--- src/rtl/painel_de_pedidos.sv ---
// painel_de_pedidos: order FIFO and dispenser supervisor checking dose, hangs and totals
module painel_de_pedidos #(
  parameter int DEPTH       = 4,
  parameter int TIMEOUT     = 16,
  parameter int ML_PER_TICK = 25
) (
  input  logic                     clk,
  input  logic                     reset,
  input  logic                     pedido_valid,
  input  logic [1:0]               pedido_tipo,
  output logic                     pedido_ready,
  output logic [1:0]               tipo,
  input  logic                     C,
  input  logic                     L,
  input  logic                     F,
  output logic                     ocupado,
  output logic                     entregue,
  output logic                     erro,
  output logic [1:0]               erro_codigo,
  output logic [7:0]               ml_cafe,
  output logic [7:0]               ml_leite,
  output logic [15:0]              total_servidos,
  output logic [$clog2(DEPTH):0]   nivel
);
  localparam int AW = $clog2(DEPTH);
  localparam int TW = $clog2(TIMEOUT);
  localparam logic [1:0] OCIOSO   = 2'd0;
  localparam logic [1:0] SERVINDO = 2'd1;
  localparam logic [1:0] PAUSA    = 2'd2;

  logic [1:0]    mem [DEPTH];
  logic [AW-1:0] wr_ptr, rd_ptr;
  logic [1:0]    estado, atual, head;
  logic [3:0]    cafe_ticks, leite_ticks, exp_c, exp_l;
  logic [TW-1:0] timer;
  logic          push, pop, dose_ok;

  function automatic logic [7:0] to_ml(input logic [3:0] t);
    logic [31:0] p;
    p = 32'(t) * 32'(ML_PER_TICK);
    return p > 32'd255 ? 8'hff : p[7:0];
  endfunction

  assign pedido_ready = nivel != (AW+1)'(DEPTH);
  assign push         = pedido_valid && pedido_ready && pedido_tipo != 2'd3;
  assign pop          = estado == OCIOSO && nivel != '0;
  assign head         = mem[rd_ptr];
  assign ocupado      = estado == SERVINDO || estado == PAUSA;
  assign exp_c        = atual == 2'd1 ? 4'd4 : 4'd2;
  assign exp_l        = atual == 2'd2 ? 4'd2 : 4'd0;
  assign dose_ok      = cafe_ticks == exp_c && leite_ticks == exp_l;

  always_ff @(posedge clk)
    if (push) mem[wr_ptr] <= pedido_tipo;

  always_ff @(posedge clk or negedge reset)
    if (!reset) begin
      wr_ptr <= '0;
      rd_ptr <= '0;
      nivel  <= '0;
    end else begin
      if (push) wr_ptr <= wr_ptr + 1'b1;
      if (pop) rd_ptr <= rd_ptr + 1'b1;
      nivel <= nivel + (AW+1)'(push) - (AW+1)'(pop);
    end

  always_ff @(posedge clk or negedge reset)
    if (!reset) begin
      estado         <= OCIOSO;
      atual          <= 2'd0;
      tipo           <= 2'd3;
      cafe_ticks     <= 4'd0;
      leite_ticks    <= 4'd0;
      timer          <= '0;
      entregue       <= 1'b0;
      erro           <= 1'b0;
      erro_codigo    <= 2'd0;
      ml_cafe        <= 8'd0;
      ml_leite       <= 8'd0;
      total_servidos <= 16'd0;
    end else begin
      entregue <= 1'b0;
      erro     <= 1'b0;
      case (estado)
        OCIOSO: begin
          if (F) begin
            erro        <= 1'b1;
            erro_codigo <= 2'b11;
          end
          if (pop) begin
            atual       <= head;
            tipo        <= head;
            cafe_ticks  <= 4'd0;
            leite_ticks <= 4'd0;
            timer       <= '0;
            estado      <= SERVINDO;
          end
        end
        SERVINDO: begin
          if (F) begin
            ml_cafe  <= to_ml(cafe_ticks);
            ml_leite <= to_ml(leite_ticks);
            if (dose_ok) begin
              entregue       <= 1'b1;
              total_servidos <= total_servidos + 16'd1;
            end else begin
              erro        <= 1'b1;
              erro_codigo <= 2'b01;
            end
            tipo   <= 2'd3;
            estado <= PAUSA;
          end else if (timer == TW'(TIMEOUT - 1)) begin
            erro        <= 1'b1;
            erro_codigo <= 2'b10;
            tipo        <= 2'd3;
            estado      <= PAUSA;
          end else begin
            timer       <= timer + 1'b1;
            cafe_ticks  <= cafe_ticks + 4'(C && cafe_ticks != 4'd15);
            leite_ticks <= leite_ticks + 4'(L && leite_ticks != 4'd15);
          end
        end
        PAUSA: begin
          if (F) begin
            erro        <= 1'b1;
            erro_codigo <= 2'b11;
          end
          estado <= OCIOSO;
        end
        default: estado <= OCIOSO;
      endcase
    end
endmodule

--- config.mk ---
export PLATFORM = sky130hd
export DESIGN_NAME = painel_de_pedidos
export DESIGN_NICKNAME = d
export VERILOG_FILES = /design/src/rtl/painel_de_pedidos.sv
export SDC_FILE = /design/constraint.sdc
export NUM_CORES = 1
export LEC_CHECK = 0
export ABC_AREA = 1
export CORE_ASPECT_RATIO = 1.2
export CORE_MARGIN = 4
export CORE_UTILIZATION = 50
export CTS_BUF_LIST = sky130_fd_sc_hd__clkbuf_16
export DETAILED_ROUTE_END_ITERATION = 10
export PLACE_DENSITY_LB_ADDON = 0.15
export SLEW_MARGIN = 20
export SYNTH_ARGS = -nofsm -noshare
export SYNTH_HDL_FRONTEND = slang
export SYNTH_SLANG_ARGS = --single-unit
--- constraint.sdc ---
create_clock -name clk -period 4.3 [get_ports clk]
set_input_delay 1.075 -clock clk [delete_from_list [all_inputs] [get_ports clk]]
set_output_delay 1.075 -clock clk [all_outputs]
set_load 0.05 [all_outputs]
# Word level (Yosys, flattened, before mapping)
# Memory sizes are Yosys's and may differ from the RTL's.
# Index checks and enable logic that the tools add are counted.
totals:
  n_memories: 1
  word_cells: 100
  mem_bits_ro: 0
  ff_bits: 61
  latchBits: 0
  mem_bits_rw: 8
  out_inout_bits: 43
  in_bits: 8
classes:
  n_eq_ne: 17
  n_addsub: 8
  magnitude_cmp: 2
  mux: 36
  shifts: 0
  n_bitwise: 0
  n_reduce_logical: 19
  n_div: 0
  n_mul: 2
memory_table:
  columns: ["name", "words", "width", "read_ports", "rd_clocked_by_memory_dff", "write_ports", "line", "rtl"]
  rows:
  - ["mem", 4, 2, 1, 0, 1, "31", "logic [1:0] mem [DEPTH];"]
op_table:
  columns: ["cell", "n"]
  rows:
  - ["2-to-1 mux 4 bit", 7]
  - ["one-hot mux 4 bit (2 select lines)", 3]
  - ["2-to-1 mux 2 bit", 10]
  - ["greater-than comparator 9 x 8 -> 1 bit (second input constant)", 2]
  - ["multiplier 4 x 5 -> 9 bit (second input constant)", 2]
  - ["adder 16 x 1 -> 16 bit (second input constant)", 1]
  - ["2-to-1 mux 8 bit", 2]
  - ["one-hot mux 2 bit (2 select lines)", 3]
  - ["2-to-1 mux 1 bit", 9]
  - ["adder 4 x 1 -> 4 bit", 2]
  - ["!= test 2 bit (second input constant)", 4]
  - ["!= test 4 bit (second input constant)", 2]
  - ["AND reduction 4 bit", 2]
  - ["logical AND 1 bit", 6]
  - ["!= test 3 bit (second input constant)", 2]
  - ["AND reduction 2 bit", 3]
  - ["AND reduction 3 bit", 2]
  - ["adder 2 x 1 -> 2 bit (second input constant)", 2]
  - ["adder 4 x 1 -> 4 bit (second input constant)", 1]
  - ["== test 2 x 1 -> 1 bit (second input constant)", 2]
  - ["== test 2 bit (second input constant)", 2]
  - ["== test 4 x 2 -> 1 bit", 1]
  - ["== test 4 x 3 -> 1 bit", 1]
  - ["== test 4 bit (second input constant)", 1]
  - ["11 further kinds", 12]

# Longest topological paths before layout
depth:
  ltp_word: 7
  depth_mapped: 12
  ltp_nobuf: 12

# Worst setup path after synthesis
# Ideal clock, no wire load.
synth_path:
  path_kind: "register to register"
  start: "register nivel[1]"
  end: "register nivel[2]"
  stages_incl_launch_ff: 11
  arrival_ps: 2848
  synth_period_minus_slack_ps: 2978
  setup_ps: 129
  setup_slack_ps: 1322
  n_path_buf: 0
  t_required_ps: 4171
  cell_sequence: "dfrtp_1 -> inv_1 -> nand3_1 -> nand3_1 -> ha_1 -> inv_1 -> ha_1 -> inv_1 -> fa_1 -> xnor2_1 -> xor2_1"
synth_between:
  elab_chain_len: 5
  elab_cells_between_ends: 7
  cone_classes: "add/sub: 2; eq/ne: 1; reduce/logical: 4"
synth_lines:
  columns: ["element", "line", "rtl"]
  rows:
  - ["from (decl)", "23", "output logic [$clog2(DEPTH):0] nivel"]
  - ["from (signal assigned)", "64", "nivel <= nivel + (AW+1)'(push) - (AW+1)'(pop);"]
  - ["!= test 3 bit", "44", "assign pedido_ready = nivel != (AW+1)'(DEPTH);"]
  - ["net pedido_ready", "11", "output logic pedido_ready,"]
  - ["logical AND 1 bit (2 in series)", "45", "assign push = pedido_valid && pedido_ready && pedido_tipo != 2'd3;"]
  - ["adder 3 x 1 -> 3 bit", "64", null]
  - ["subtractor 3 x 1 -> 3 bit", "64", null]
# The timed path passes the listed nets, and every way through them passes these cells.
# A chain may end at the register's enable or synchronous reset.

# Worst setup path after layout
layout_path:
  start: "register estado[1]"
  end: "output ocupado"
layout_between:
  elab_chain_len: 2
  elab_cells_between_ends: 3
  cone_classes: "eq/ne: 2; reduce/logical: 1"
layout_lines:
  columns: ["element", "line", "rtl"]
  rows:
  - ["from (decl)", "33", "logic [1:0] estado, atual, head;"]
  - ["from (signal assigned)", "69", "estado <= OCIOSO;"]
  - ["from (signal assigned)", "96", "estado <= SERVINDO;"]
  - ["from (signal assigned)", "111", "estado <= PAUSA;"]
  - ["== test 2 x 1 -> 1 bit or == test 2 bit (tied branches)", "48", "assign ocupado = estado == SERVINDO || estado == PAUSA;"]
  - ["logical OR 1 bit *", "48", null]
  - ["to (decl)", "16", "output logic ocupado,"]
# Every way passes the cells marked *; elsewhere a longest branch is shown, timed or not.

==> run_results.csv <==
group,metric,value,unit
power,leakage,2.61,nW
power,p_per_area,683,nW/um^2
cts,cts_tree,"built",
route,drtIter0Drc,203,
power,switching_share,45.3,%
worst_setup_path,crit_chain,"inv_1 -> ha_1 -> clkdlybuf4s50_1",
cts,clk_latency,330,ps
worst_setup_path,required,3220,ps
route,viasPerCell,5.02,
sta,tightestPinTransition,692,ps
worst_setup_path,start_kind,"flip-flop",
cts,ctsHoldBuffers,0,
cts,cts_buffers,9,
sta,setup_viol,0,
worst_hold_path,min_path_type,"flip-flop to flip-flop",
cts,cts_max_level,3,
worst_setup_path,r2r-start,"cafe_ticks[2]",
sta,min_period_over_period,70.0,%
route,avgRoutedWirePerCell,12.9,um
floorplan,ioPinCount,51,
sta,rsz0062_at_grt,"no",
floorplan,row_count,36,
synth,netlist.area_leader.share,35.5,%
synth,yosys.area.top_type,"dfrtp_1",
floorplan,die_y,108,um
floorplan,die_w,91.3,um
finish,fillCellCount,718,
worst_hold_path,hold_path_depth,2,
synth,synth_cell_types,30,
global_route,grt_pass1_wl,15300,um
worst_setup_path,worst_r2r_path_depth,11,
placement,gp_congestion,0.837,
synth,synth_area_leaders,"dfrtp_1 (35%), nand2_1 (14%), ha_1 (11%)",
finish,area_growth,20.8,%
placement,place_hpwl,6210,um
route,routed_wirelength,8670,um
finish,nNetsFinal,617,
worst_setup_path,cp_slowest_stage_delay,810,ps
run_status,status,"finished, final reports clean",
global_route,track_usage,19.2,%
sta,fin_skew,5.51,ps
synth,syn_area_per_cell,8.09,um^2
cts,clock_path_buffers,2,
finish,insertedDiodeCount,0,
synth,synth_cells,514,
worst_setup_path,crit_family,"buffers and inverters",
global_route,antenna_found_initial,0,
worst_hold_path,worstHoldStart,"ml_leite[0]",
sta,min_period,3010,ps
cts,post_cts_buffers,0,
worst_hold_path,whs_endpoint,"ml_leite[0]",
cts,clockRootBuffer,"clkbuf_16",
floorplan,core_region_area,8110,um^2
power,p_int,1.88,mW
worst_setup_path,endpoint_kind,"output port",
synth,yosysWarnings,0,
power,pwr-share-comb,48.8,%
finish,drive_above_1_share,7.83,%
sta,layout_setup_ws,1290,ps
power,netSwitchingPower,1.56,mW
power,clkPwrFrac,20.9,%
floorplan,die-area,9850,um^2
power,power_frac_seq,30.3,%
placement,dpl_worst_slack,1050,ps
flow_run,cap_violations,0,
sta,fmaxAchievable,0.332,GHz
worst_setup_path,path_buf_inv,2,
route,ant_nets,0,
global_route,grt_pass1_vias,3382,
placement,port_buffers,50,
route,via_count,3361,
sta,relSlewSlack,53.9,%
route,drc,0,
cts,path_clk_slew,60,ps
worst_setup_path,reg2reg_setup_slack,1760,ps
sta,slew_viol_final,0,
global_route,grt_max_degree,32,
synth,synth_nets,561,
route,drtPass1Iterations,4,
sta,hold_viol_final,0,
worst_setup_path,cp.arrival,1930,ps
synth,synth_seq_area_share,42.5,%
synth,ys_ff_latch,69,
cts,clock_sinks,69,
cts,cts_resized,0,
power,peakVddDrop,0.000612,V
sta,fin_setup_tns,0,ps
floorplan,initial_core_util,51.3,%
global_route,grt-ovfl-total,0,
worst_setup_path,crit_fanout,4,
worst_setup_path,setup.worst_path.class,"flip-flop to output port",
worst_setup_path,slowest_stage,"clkdlybuf4s50_1",
worst_setup_path,rr_endpoint,"ml_cafe[7]",
synth,synth_area,4160,um^2
[how the worst max path moves through the flow]
stage,from,to,slack (ps),depth (start not counted)
floorplan,nivel[1],nivel[2],1320,10
global placement,pedido_tipo[0],nivel[2],1080,10
detailed placement,pedido_tipo[1],nivel[2],1050,10
CTS,estado[1],ocupado,1280,3
global route,estado[0],ocupado,1200,3
finish,estado[1],ocupado,1290,3
[cell usage after synthesis]
cell type	n
a21boi_0	2
a21o_1	1
a21oi_1	4
buf_2	2
buf_4	1
buf_6	2
clkbuf_1	1
clkinv_1	1
dfrtp_1	59
dfstp_2	2
edfxtp_1	8
fa_1	3
ha_1	36
inv_1	64
inv_2	3
nand2_1	153
nand2_2	2
nand2_4	2
nand3_1	45
nand3_2	1
nand4_1	4
nand4_4	1
nor2_1	51
nor2_4	2
o21ai_0	25
o21ai_1	1
o21ai_2	4
or2_2	12
xnor2_1	8
xor2_1	14
[cells by family after synthesis]
logic type / synth area share (%)
adder cells (fa/ha/maj): 12.3
buffers and inverters: 7.19
AND/OR/NAND/NOR: 28.4
XOR/XNOR: 4.63
flip-flops: 42.5
AO/OA/AOI/OAI: 4.99
[registers in the layout, summed over array words and instances, names as in the netlist]
| name | cells |
|---|---|
| erro_codigo | 2 |
| nivel | 3 |
| ml_cafe | 8 |
| timer | 4 |
| rd_ptr | 2 |
| leite_ticks | 4 |
| tipo | 2 |
| erro | 1 |
| mem | 8 |
| wr_ptr | 2 |
| estado | 2 |
| cafe_ticks | 4 |
| atual | 2 |
| ml_leite | 8 |
| entregue | 1 |
| total_servidos | 16 |
[layout make-up]
type                       instances  area [um^2]  area share (%)
timing repair buffer              51          503            10.0
multi-input combinational        371         2090            41.6
clock buffer                       9          225            4.48
tap                               95          119            2.37
clock inverter                     7         60.1            1.20
sequential                        69         1770            35.2
inverter                          68          255            5.08
[worst register-to-register path, delay by kind of cell (launching register included)]
family	cells	cell delay, ps
simple gates	5	500
xor+xnor	1	520
buf+inv	2	130
fa+ha+maj	3	800
flops	1	500
[metrics by stage]
step / utilization, % / hold slack (ps) / std cells / area (um^2) / power (mW)
finish: 61.9 / 478 / 670 / 5020 / 3.43
global route: 61.9 / 511 / 670 / 5020 / 3.70
CTS: 61.9 / 486 / 670 / 5020 / 3.46
detailed placement: 58.4 / 469 / 654 / 4740 / 2.73
global placement: 58.4 / 462 / 654 / 4740 / 2.69
floorplan: - / 468 / 514 / 4160 / 2.24
[routing by layer]
layer | GRT usage [%] | vias up | routed length [um]
li1 | - | 1731 | -
met1 | 22.9 | 1559 | 3810
met2 | 34.1 | 58 | 4390
met3 | 4.48 | 13 | 318
met4 | 6.47 | 0 | 141
met5 | 0 | - | 0
[cells in the final DEF (no fill, tap or decap), types with 8 or more instances in the layout]
cell | synthesis | final
clkdlybuf4s50_1 | 0 | 49
clkbuf_16 | 0 | 9
xor2_1 | 14 | 14
edfxtp_1 | 8 | 8
o21ai_0 | 25 | 25
nor2_1 | 51 | 51
inv_1 | 64 | 66
ha_1 | 36 | 36
xnor2_1 | 8 | 8
nand2_1 | 153 | 153
nand3_1 | 45 | 45
or2_2 | 12 | 12
dfrtp_1 | 59 | 59
[power by group through the flow]
| stage | Sequential (mW) | Combinational, mW | Clock, mW |
|---|---|---|---|
| 6_report | 1.04 | 1.67 | 0.717 |
| 4_1_cts | 1.04 | 1.69 | 0.727 |
| 2_1_floorplan | 1.46 | 0.775 | 0 |
| 3_5_place_dp | 1.05 | 1.68 | 0 |
| 3_3_place_gp | 1.04 | 1.65 | 0 |
| 5_1_grt | 1.08 | 1.86 | 0.766 |
No activity file was read; power rests on OpenSTA's default activity.
